$ cat src/rtl/alu_mult_seq.sv
// alu_mult_seq: radix-2 Booth 32x32 signed multiplier that borrows the external ALU for its add/subtract.
// Define ALU_MULT_ZERO_SKIP_EN to finish multiplies with a zero operand immediately.
module alu_mult_seq #(
    parameter int ITER = 32
) (
    input  logic        clock,
    input  logic        reset,
    input  logic        start,
    input  logic [31:0] multiplicand,
    input  logic [31:0] multiplier,
    output logic        busy,
    output logic        result_ready,
    output logic [31:0] result,
    output logic        result_ovf,
    output logic [31:0] alu_opA,
    output logic [31:0] alu_opB,
    output logic [4:0]  alu_opcode,
    output logic [4:0]  alu_shamt,
    input  logic [31:0] alu_result,
    input  logic        alu_overflow
);
    typedef enum logic [1:0] {IDLE, RUN, DONE} state_t;
    state_t      state_q;
    logic [31:0] m_q, a_q, q_q, result_q;
    logic        q1_q, ovf_q, busy_q, ready_q;
    logic [5:0]  count_q;
    logic        run, add_m, s, zero_op;
    logic [31:0] a_d, q_d;
    assign run          = state_q == RUN;
    assign add_m        = q_q[0] ^ q1_q;
    assign alu_opcode   = {4'd0, run & q_q[0] & ~q1_q};
    assign alu_opA      = run ? a_q : '0;
    assign alu_opB      = run && add_m ? m_q : '0;
    assign alu_shamt    = '0;
    assign busy         = busy_q;
    assign result_ready = ready_q;
    assign result       = result_q;
    assign result_ovf   = ovf_q;
    // Overflow flips the ALU sign bit back to the true 33-bit sign, which covers M = 0x80000000.
    assign s   = alu_result[31] ^ alu_overflow;
    assign a_d = {s, alu_result[31:1]};
    assign q_d = {alu_result[0], q_q[31:1]};
`ifdef ALU_MULT_ZERO_SKIP_EN
    assign zero_op = multiplicand == '0 || multiplier == '0;
`else
    assign zero_op = 1'b0;
`endif
    always_ff @(posedge clock) begin
        if (reset) begin
            state_q  <= IDLE;
            m_q      <= '0;
            a_q      <= '0;
            q_q      <= '0;
            q1_q     <= 1'b0;
            count_q  <= '0;
            result_q <= '0;
            ovf_q    <= 1'b0;
            busy_q   <= 1'b0;
            ready_q  <= 1'b0;
        end else if (run) begin
            a_q     <= a_d;
            q_q     <= q_d;
            q1_q    <= q_q[0];
            count_q <= count_q + 6'd1;
            if (count_q == 6'(ITER - 1)) begin
                result_q <= q_d;
                ovf_q    <= a_d != {32{q_d[31]}};
                state_q  <= DONE;
                busy_q   <= 1'b0;
                ready_q  <= 1'b1;
            end
        end else begin
            ready_q <= 1'b0;
            state_q <= IDLE;
            if (start) begin
                m_q     <= multiplicand;
                q_q     <= multiplier;
                a_q     <= '0;
                q1_q    <= 1'b0;
                count_q <= '0;
                if (zero_op) begin
                    state_q  <= DONE;
                    ready_q  <= 1'b1;
                    result_q <= '0;
                    ovf_q    <= 1'b0;
                end else begin
                    state_q <= RUN;
                    busy_q  <= 1'b1;
                end
            end
        end
    end
endmodule

$ cat config.mk
export PLATFORM = sky130hd
export DESIGN_NAME = alu_mult_seq
export DESIGN_NICKNAME = d
export VERILOG_FILES = /design/src/rtl/alu_mult_seq.sv
export SDC_FILE = /design/constraint.sdc
export NUM_CORES = 1
export LEC_CHECK = 0
export BUFFER_PORTS_ARGS = -buffer_cell sky130_fd_sc_hd__buf_2
export CELL_PAD_IN_SITES_DETAIL_PLACEMENT = 0
export CELL_PAD_IN_SITES_GLOBAL_PLACEMENT = 2
export CORE_MARGIN = 2
export CORE_UTILIZATION = 31
export DETAILED_ROUTE_END_ITERATION = 10
export PLACE_DENSITY = 0.95
export SYNTH_ARGS = -nofsm -noshare
export SYNTH_HDL_FRONTEND = slang
export SYNTH_SLANG_ARGS = --single-unit
$ cat constraint.sdc
create_clock -name clock -period 3 [get_ports clock]
set_clock_uncertainty 0.2 [all_clocks]
set_input_delay 0.6 -clock clock [delete_from_list [all_inputs] [get_ports clock]]
set_output_delay 0.6 -clock clock [all_outputs]
set_load 0.05 [all_outputs]
**Word level (Yosys, flattened, before mapping)**

Cells that the tools add are included.

- Register bits after elaboration: 140
- Input port bits: 100
- Output and inout port bits: 109
- Word-level logic and storage cells: 43

- $add $sub $neg: 1
- Equality and inequality tests: 4
- Mux-type cells: 16
- Bitwise logic cells: 6
- Reductions and logical operators: 6

Operator list:

| operator | number |
|---|---|
| 32-bit two-way mux | 6 |
| 32-bit inequality test | 1 |
| 6-bit two-way mux | 2 |
| 6-bit by 1-bit adder with 6-bit output, second input constant | 1 |
| 6-bit by 5-bit equality test with 1-bit output, second input constant | 1 |
| 1-bit two-way mux | 6 |
| 2-bit AND reduction | 3 |
| 2-bit two-way mux | 2 |
| 1-bit bitwise AND | 2 |
| 2-bit by 1-bit equality test with 1-bit output, second input constant | 1 |
| 2-bit by 1-bit inequality test with 1-bit output, second input constant | 1 |
| 1-bit NOT | 2 |
| 2-bit nonzero test | 1 |
| 2-bit OR reduction | 1 |
| 1-bit bitwise XOR | 2 |
| 1-bit logical AND | 1 |

**Longest topological paths before layout**

Gate-level depths: netlist of the first run.

- Depth in word-level cells: 3
- Depth in mapped cells: 7
- Mapped depth without buffers: 5

**Worst setup path before layout of the first run**

OpenSTA, ideal clock, no wires.

- Path kind: reg2out
- Start: register state_q[1]
- End: output alu_opcode[0]
- Arrival: 2080 ps
- Data required time: 2200 ps
- Slack: 120 ps
- Cell stages (with the launch flop): 6
- Path buffers: 3
- Cells stage by stage: dfxtp_1 > nand2b_4 > buf_6 > buf_2 > clkbuf_1 > nor3b_1

- Cells in the longest elaborated chain, start to end: 3

Ends and longest elaborated chain:

| what | RTL line | RTL |
|---|---|---|
| start, declared | 23 | `state_t state_q;` |
| start signal, assigned | 50 | `state_q <= IDLE;` |
| start signal, assigned | 68 | `state_q <= DONE;` |
| start signal, assigned | 74 | `state_q <= IDLE;` |
| 2-bit by 1-bit equality test with 1-bit output | 29 | `assign run = state_q == RUN;` |
| 1-bit bitwise AND (2 in series) | 31 | `assign alu_opcode = {4'd0, run & q_q[0] & ~q1_q};` |
| end, declared | 17 | `output logic [4:0] alu_opcode,` |

Every way passes these cells.

**Final worst setup path of the first run**

Ends and elaborated chain as after synthesis.

==> results of run 1 <==
[layout make-up]
class,count,area share
well taps,229,0.0387
repair buffers,212,0.151
inverters,1,0.000507
flip-flops and latches,140,0.379
clock buffers,21,0.0609
multi-input cells,406,0.350
clock inverters,11,0.0195
[report_power, final]
group	total [mW]	switching [mW]	internal (mW)
combinational	0.449	0.283	0.166
clock	2.11	0.787	1.33
sequential	2.00	0.0524	1.95
total	4.56	1.12	3.44
[metrics by stage]
stage | area, um^2 | setup slack, ns
2_1_floorplan | 5710 | 0.120
3_3_place_gp | 6800 | 0.681
3_5_place_dp | 6800 | 0.669
4_1_cts | 7400 | 0.204
5_1_grt | 7400 | 0.138
6_report | 7400 | 0.207
[kinds of logic (layout without fill, tap and decap cells)]
| group | Yosys count | count (layout) |
|---|---|---|
| DFF | 140 | 140 |
| other | 1 | 9 |
| muxes | 33 | 33 |
| buffers and inverters | 58 | 245 |
| and+or+nand+nor | 217 | 217 |
| AOI/OAI and AO/OA | 143 | 143 |
| adders and majority gates | 1 | 1 |
| xor gates and xnor gates | 3 | 3 |
[path summary, 6_finish.rpt]
check	from	endpoint	slack [ns]
min reg2reg	m_q[28]	m_q[28]	0.25
max	state_q[1]	alu_opcode[0]	0.21
max reg2reg	state_q[1]	m_q[27]	0.99
min	multiplicand[6]	m_q[6]	0.22
[layer usage]
metal / vias up / part of all wire
met1: 2239 / 0.46
li1: 2453 / -
met3: 18 / 0.070
met4: 2 / 0.017
met5: - / 0.00074
met2: 125 / 0.45
[sequential cells by signal, summed over array words and instances, names as in the netlist]
signal and count:
a_q 32, result_ready 1, m_q 32, count_q 6, result 32, busy 1, q_q 32, result_ovf 1
q1_q 1, state_q 2
[Yosys cell counts, types with 2 or more instances]
cell | number | area [um^2]
a211oi_1 | 32 | 240
or3_1 | 3 | 18.8
o21ai_0 | 3 | 15.0
buf_2 | 21 | 105
a22o_1 | 62 | 543
a22o_4 | 2 | 35.0
nor4_1 | 6 | 37.5
nand4_1 | 6 | 37.5
clkbuf_1 | 17 | 63.8
xor2_1 | 2 | 17.5
dfxtp_1 | 140 | 2800
nor3_1 | 5 | 25.0
nand3b_1 | 3 | 22.5
or4_1 | 2 | 15.0
and2_1 | 65 | 407
nand2_1 | 72 | 270
buf_1 | 3 | 11.3
nor2_1 | 40 | 150
buf_6 | 4 | 45.0
buf_4 | 12 | 90.1
nand3_1 | 4 | 20.0
mux2i_1 | 33 | 330
a21oi_1 | 38 | 190
[worst register-to-register path: cells and delay by family (launching register included)]
kind                   cells  cell delay, ns
buffers and inverters      2            0.75
AO/OA/AOI/OAI              1            0.13
flip-flops                 1            0.33
AND/OR/NAND/NOR            3            0.54
==> metrics.md, run 1 <==
| Metric | Value |
|---|---|
| Status | `finished clean` |
| Synth async-reset ratio | `0` |
| Postcts setup bufs | `0` |
| CTS tree | `built` |
| Reg2reg path depth | `6` |
| Die Span Y | `139 um` |
| Slowest library cell on the worst path | `nor3b_1` |
| GP Congestion | `0.745` |
| Worst path bufs/invs | `2` |
| Remaining antenna violation count after routing | `0` |
| RSZ-0062 raised after global routing | `no` |
| Hold path cells | `3` |
| Fmax | `358 MHz` |
| Worst hold path type | `input port to flip-flop` |
| Slew HR | `0.650` |
| Antenna cells | `0` |
| Grt total ovfl | `0` |
| Number of remaining DRC errors | `0` |
| Final Hold Viols | `0` |
| Adder-Cell Fraction of Synth Area | `0.00220` |
| CP Capture Type | `output pin` |
| Number of vias in the routed layout | `4,837` |
| Largest net degree at the start of global routing | `46` |
| Num CTS Buffers | `17` |
| Slew @ Worst Pin | `0.525 ns` |
| # rows | `49` |
| Initial DRC Count | `232` |
| Multi-input gate area | `2590 um^2` |
| Post-synth EDFFs | `0` |
| Cells along the critical path | `nand2b_4 > buf_4 > nor3b_1 > buf_2` |
| Worst VDD drop | `0.375 mV` |
| FF+latch area | `2800 um^2` |
| # hold bufs at CTS | `0` |
| Area growth syn-to-layout | `30.2%` |
| Max_cap viols | `0` |
| Initial antenna violation count | `1` |
| Total power | `4.56 mW` |
| Deepest clock path buffer count | `2` |
| Count of cell types in the netlist | `44` |
| Port buffer count | `199` |
| IO Pins | `209` |
| Pins Over Slew Limit | `0` |
| Largest family of logic cells by synthesized area | `simple AND/OR/NAND/NOR gates` |
| Startpoint Class | `flip-flop` |
| Final Net Count | `879` |
| Initial Util | `0.316` |
| Post-Synth Simple-Gate Area | `0.196` |
| Die Wd | `139 um` |
| Worst Path Required | `2.20 ns` |
| Finished Layout Cells | `1,020` |
| Arr. time, crit path | `1.99 ns` |
| Clock tree root driver cell | `clkbuf_16` |
| Filler cells | `1,819` |
| Largest delay share family, worst path | `simple AND/OR/NAND/NOR gates` |
| CTS H-Tree Depth | `4` |
| Post-Syn Instances | `596` |
| Slowest Stage Delay on Critical Path | `0.47 ns` |
| Most common cell after layout, fill and taps aside | `buf_2` |
| Setup_tns | `0 ns` |
| GRT Overall Usage | `0.154` |
| Pwr Density | `617 nW/um^2` |
| Core box area | `18,000 um^2` |
| Compound-cell area share of the yosys netlist | `0.189` |
| Synth Area in XOR/XNOR | `0.00463` |
| Top_reg_cell synth | `dfxtp_1` |
| Average cell area after synthesis | `9.53 um^2` |
| Mux cell area share after synthesis | `0.0581` |
| Pleak | `3.47 nW` |
| Final Util | `0.412` |
| Worst path depth | `4` |
| WL/cell | `14.7 um` |
| Post-DP HPWL | `10,100 um` |
| Yosys warnings | `0` |
| Post-CTS Resized | `0` |
| Global-route wire length before repair | `24,100 um` |
| Vias in the first global route | `4,677` |
| Layout cells sized above 1 | `0.316` |
| Top Usage Layer GRT | `met2` |
| Setup violators final | `0` |
| Total Routed Length | `15,000 um` |
| Yosys reg bits | `140` |
| Setup Crit Path Kind | `flip-flop to output pin` |
| Final min period | `2.79 ns` |
| Crit-path max FO | `23` |
| Latest clock arrival within the worst-skew pair | `0.41 ns` |
| Detailed Routing Iterations Pass 1 | `4` |
| Die area | `19,400 um^2` |
| DR vias/cell | `4.74` |
| Clock slew at the register clock pins of the worst setup and hold paths | `0.06 ns` |
| Register area share after synthesis | `0.493` |
| Clk sinks | `140` |
| GRT met3 Usage | `0.0599` |
| Met2 usage | `0.234` |
| Synth Cell Area | `5680 um^2` |
| Most frequent cells in the layout | `buf_2 (199), dfxtp_1 (140), nand2_1 (72), and2_1 (65), a22o_1 (62)` |
| Period utilization | `0.931` |
| Placed insts | `988` |
| GRT met1 Usage | `0.199` |
| WHS | `0.222 ns` |
Note: power is estimated with default switching activity, not from simulation.
==> run 2: changes to the inputs <==
--- a/config.mk
+++ b/config.mk
@@ -11,6 +11,7 @@
 export CORE_MARGIN = 2
 export CORE_UTILIZATION = 31
 export DETAILED_ROUTE_END_ITERATION = 10
+export GPL_TIMING_DRIVEN = 0
 export PLACE_DENSITY = 0.95
 export SYNTH_ARGS = -nofsm -noshare
 export SYNTH_HDL_FRONTEND = slang
==> run 2 against run 1 <==
Maximum frequency is 2.0% lower. Final area increased by 3.1%. Combinational power up 6.7%. Via count increased by 3.0%. Utilization increased by 1.3 points. Worst setup slack worse by 0.058 ns. Critical path depth is 2 higher.
==> metrics.md, run 2 (synthesis gave the netlist of run 1 again) <==
| Metric | Value |
|---|---|
| Startpoint Class | `flip-flop` |
| Port buffer count | `198` |
| Number of vias in the routed layout | `4,981` |
| Status | `finished clean` |
| Clock tree root driver cell | `clkbuf_16` |
| Slew HR | `0.597` |
| Final Util | `0.425` |
| Postcts setup bufs | `0` |
| Final Net Count | `922` |
| Most common cell after layout, fill and taps aside | `buf_2` |
| Final Hold Viols | `0` |
| WL/cell | `15.1 um` |
| RSZ-0062 raised after global routing | `no` |
| Die area | `19,400 um^2` |
| CTS tree | `built` |
| Arr. time, crit path | `2.05 ns` |
| Setup violators final | `0` |
| Worst Path Required | `2.20 ns` |
| CTS H-Tree Depth | `4` |
| Largest net degree at the start of global routing | `17` |
| Crit-path max FO | `10` |
| Clock slew at the register clock pins of the worst setup and hold paths | `0.06 ns` |
| Initial DRC Count | `180` |
| Final min period | `2.85 ns` |
| Total Routed Length | `16,000 um` |
| Hold path cells | `3` |
| Slew @ Worst Pin | `0.601 ns` |
| Clk sinks | `140` |
| Pwr Density | `620 nW/um^2` |
| Num CTS Buffers | `17` |
| Post-DP HPWL | `11,800 um` |
| Core box area | `18,000 um^2` |
| Pins Over Slew Limit | `0` |
| Deepest clock path buffer count | `2` |
| # hold bufs at CTS | `0` |
| Setup Crit Path Kind | `flip-flop to output pin` |
| Number of remaining DRC errors | `0` |
| Vias in the first global route | `4,907` |
| Remaining antenna violation count after routing | `0` |
| GRT Overall Usage | `0.165` |
| Worst hold path type | `input port to flip-flop` |
| IO Pins | `209` |
| Layout cells sized above 1 | `0.331` |
| Initial antenna violation count | `1` |
| Global-route wire length before repair | `25,700 um` |
| Reg2reg path depth | `5` |
| Initial Util | `0.316` |
| Worst VDD drop | `0.374 mV` |
| Fmax | `351 MHz` |
| CP Capture Type | `output pin` |
| Detailed Routing Iterations Pass 1 | `6` |
| Grt total ovfl | `0` |
| Setup_tns | `0 ns` |
| Max_cap viols | `0` |
| Die Span Y | `139 um` |
| Post-CTS Resized | `0` |
| Die Wd | `139 um` |
| Most frequent cells in the layout | `buf_2 (218), dfxtp_1 (140), nand2_1 (72), and2_1 (65), a22o_1 (62)` |
| Area growth syn-to-layout | `34.3%` |
| Period utilization | `0.950` |
| GP Congestion | `0.774` |
| # rows | `49` |
| WHS | `0.221 ns` |
| Latest clock arrival within the worst-skew pair | `0.42 ns` |
| Pleak | `3.61 nW` |
| DR vias/cell | `4.68` |
run 2: routing by layer:
metal  global-route usage  vias to the layer above  part of all wire  wire (um)
met5                    0                        -                 0          0
met4               0.0595                        0             0.018        290
met3               0.0557                       18             0.060        966
met2                0.256                      132              0.46       7350
met1                0.215                     2302              0.46       7420
li1                     -                     2529                 -          -
run 2: final cells by class:
cell class / instances / area, um^2
buffer: 57 / 318
fill: 1823 / 10300
sequential: 140 / 2800
antenna: 1 / 2.50
timing repair buffer: 198 / 993
inverter: 1 / 3.75
multi-input combinational: 406 / 2590
clock buffer: 19 / 443
clock inverter: 13 / 190
tap: 229 / 287
run 2: path summary, 6_finish.rpt:
kind / startpoint / endpoint / slack, ns
worst max-delay path: state_q[1] / alu_opB[24] / 0.15
worst min-delay path: multiplicand[30] / m_q[30] / 0.22
worst max register to register: count_q[0] / result[9] / 1.01
worst min register to register: m_q[31] / m_q[31] / 0.25
run 2: worst max-delay path: stages (launching register included):
cell      delay, ns
dfxtp_1        0.31
nand2b_4       0.13
buf_6          0.13
nor2_1         0.31
clkbuf_1       0.31
and2_1         0.18
buf_2          0.26
run 2: report_power, final:
part / leakage, nW / switching, mW / internal (mW)
sequential: 1.15 / 0.0523 / 1.95
clock: 0.296 / 0.832 / 1.42
combinational: 2.17 / 0.299 / 0.180
total: 3.61 / 1.18 / 3.55
run 2: stage by stage:
stage | cells | setup WS [ns] | power, mW | instance area (um^2)
5_1_grt | 1063 | 0.00907 | 4.93 | 7630
3_5_place_dp | 1031 | 0.505 | 2.52 | 6990
2_1_floorplan | 604 | 0.120 | 2.34 | 5710
6_report | 1064 | 0.149 | 4.73 | 7630
4_1_cts | 1063 | 0.0446 | 4.79 | 7620
3_3_place_gp | 1031 | 0.510 | 2.52 | 6990
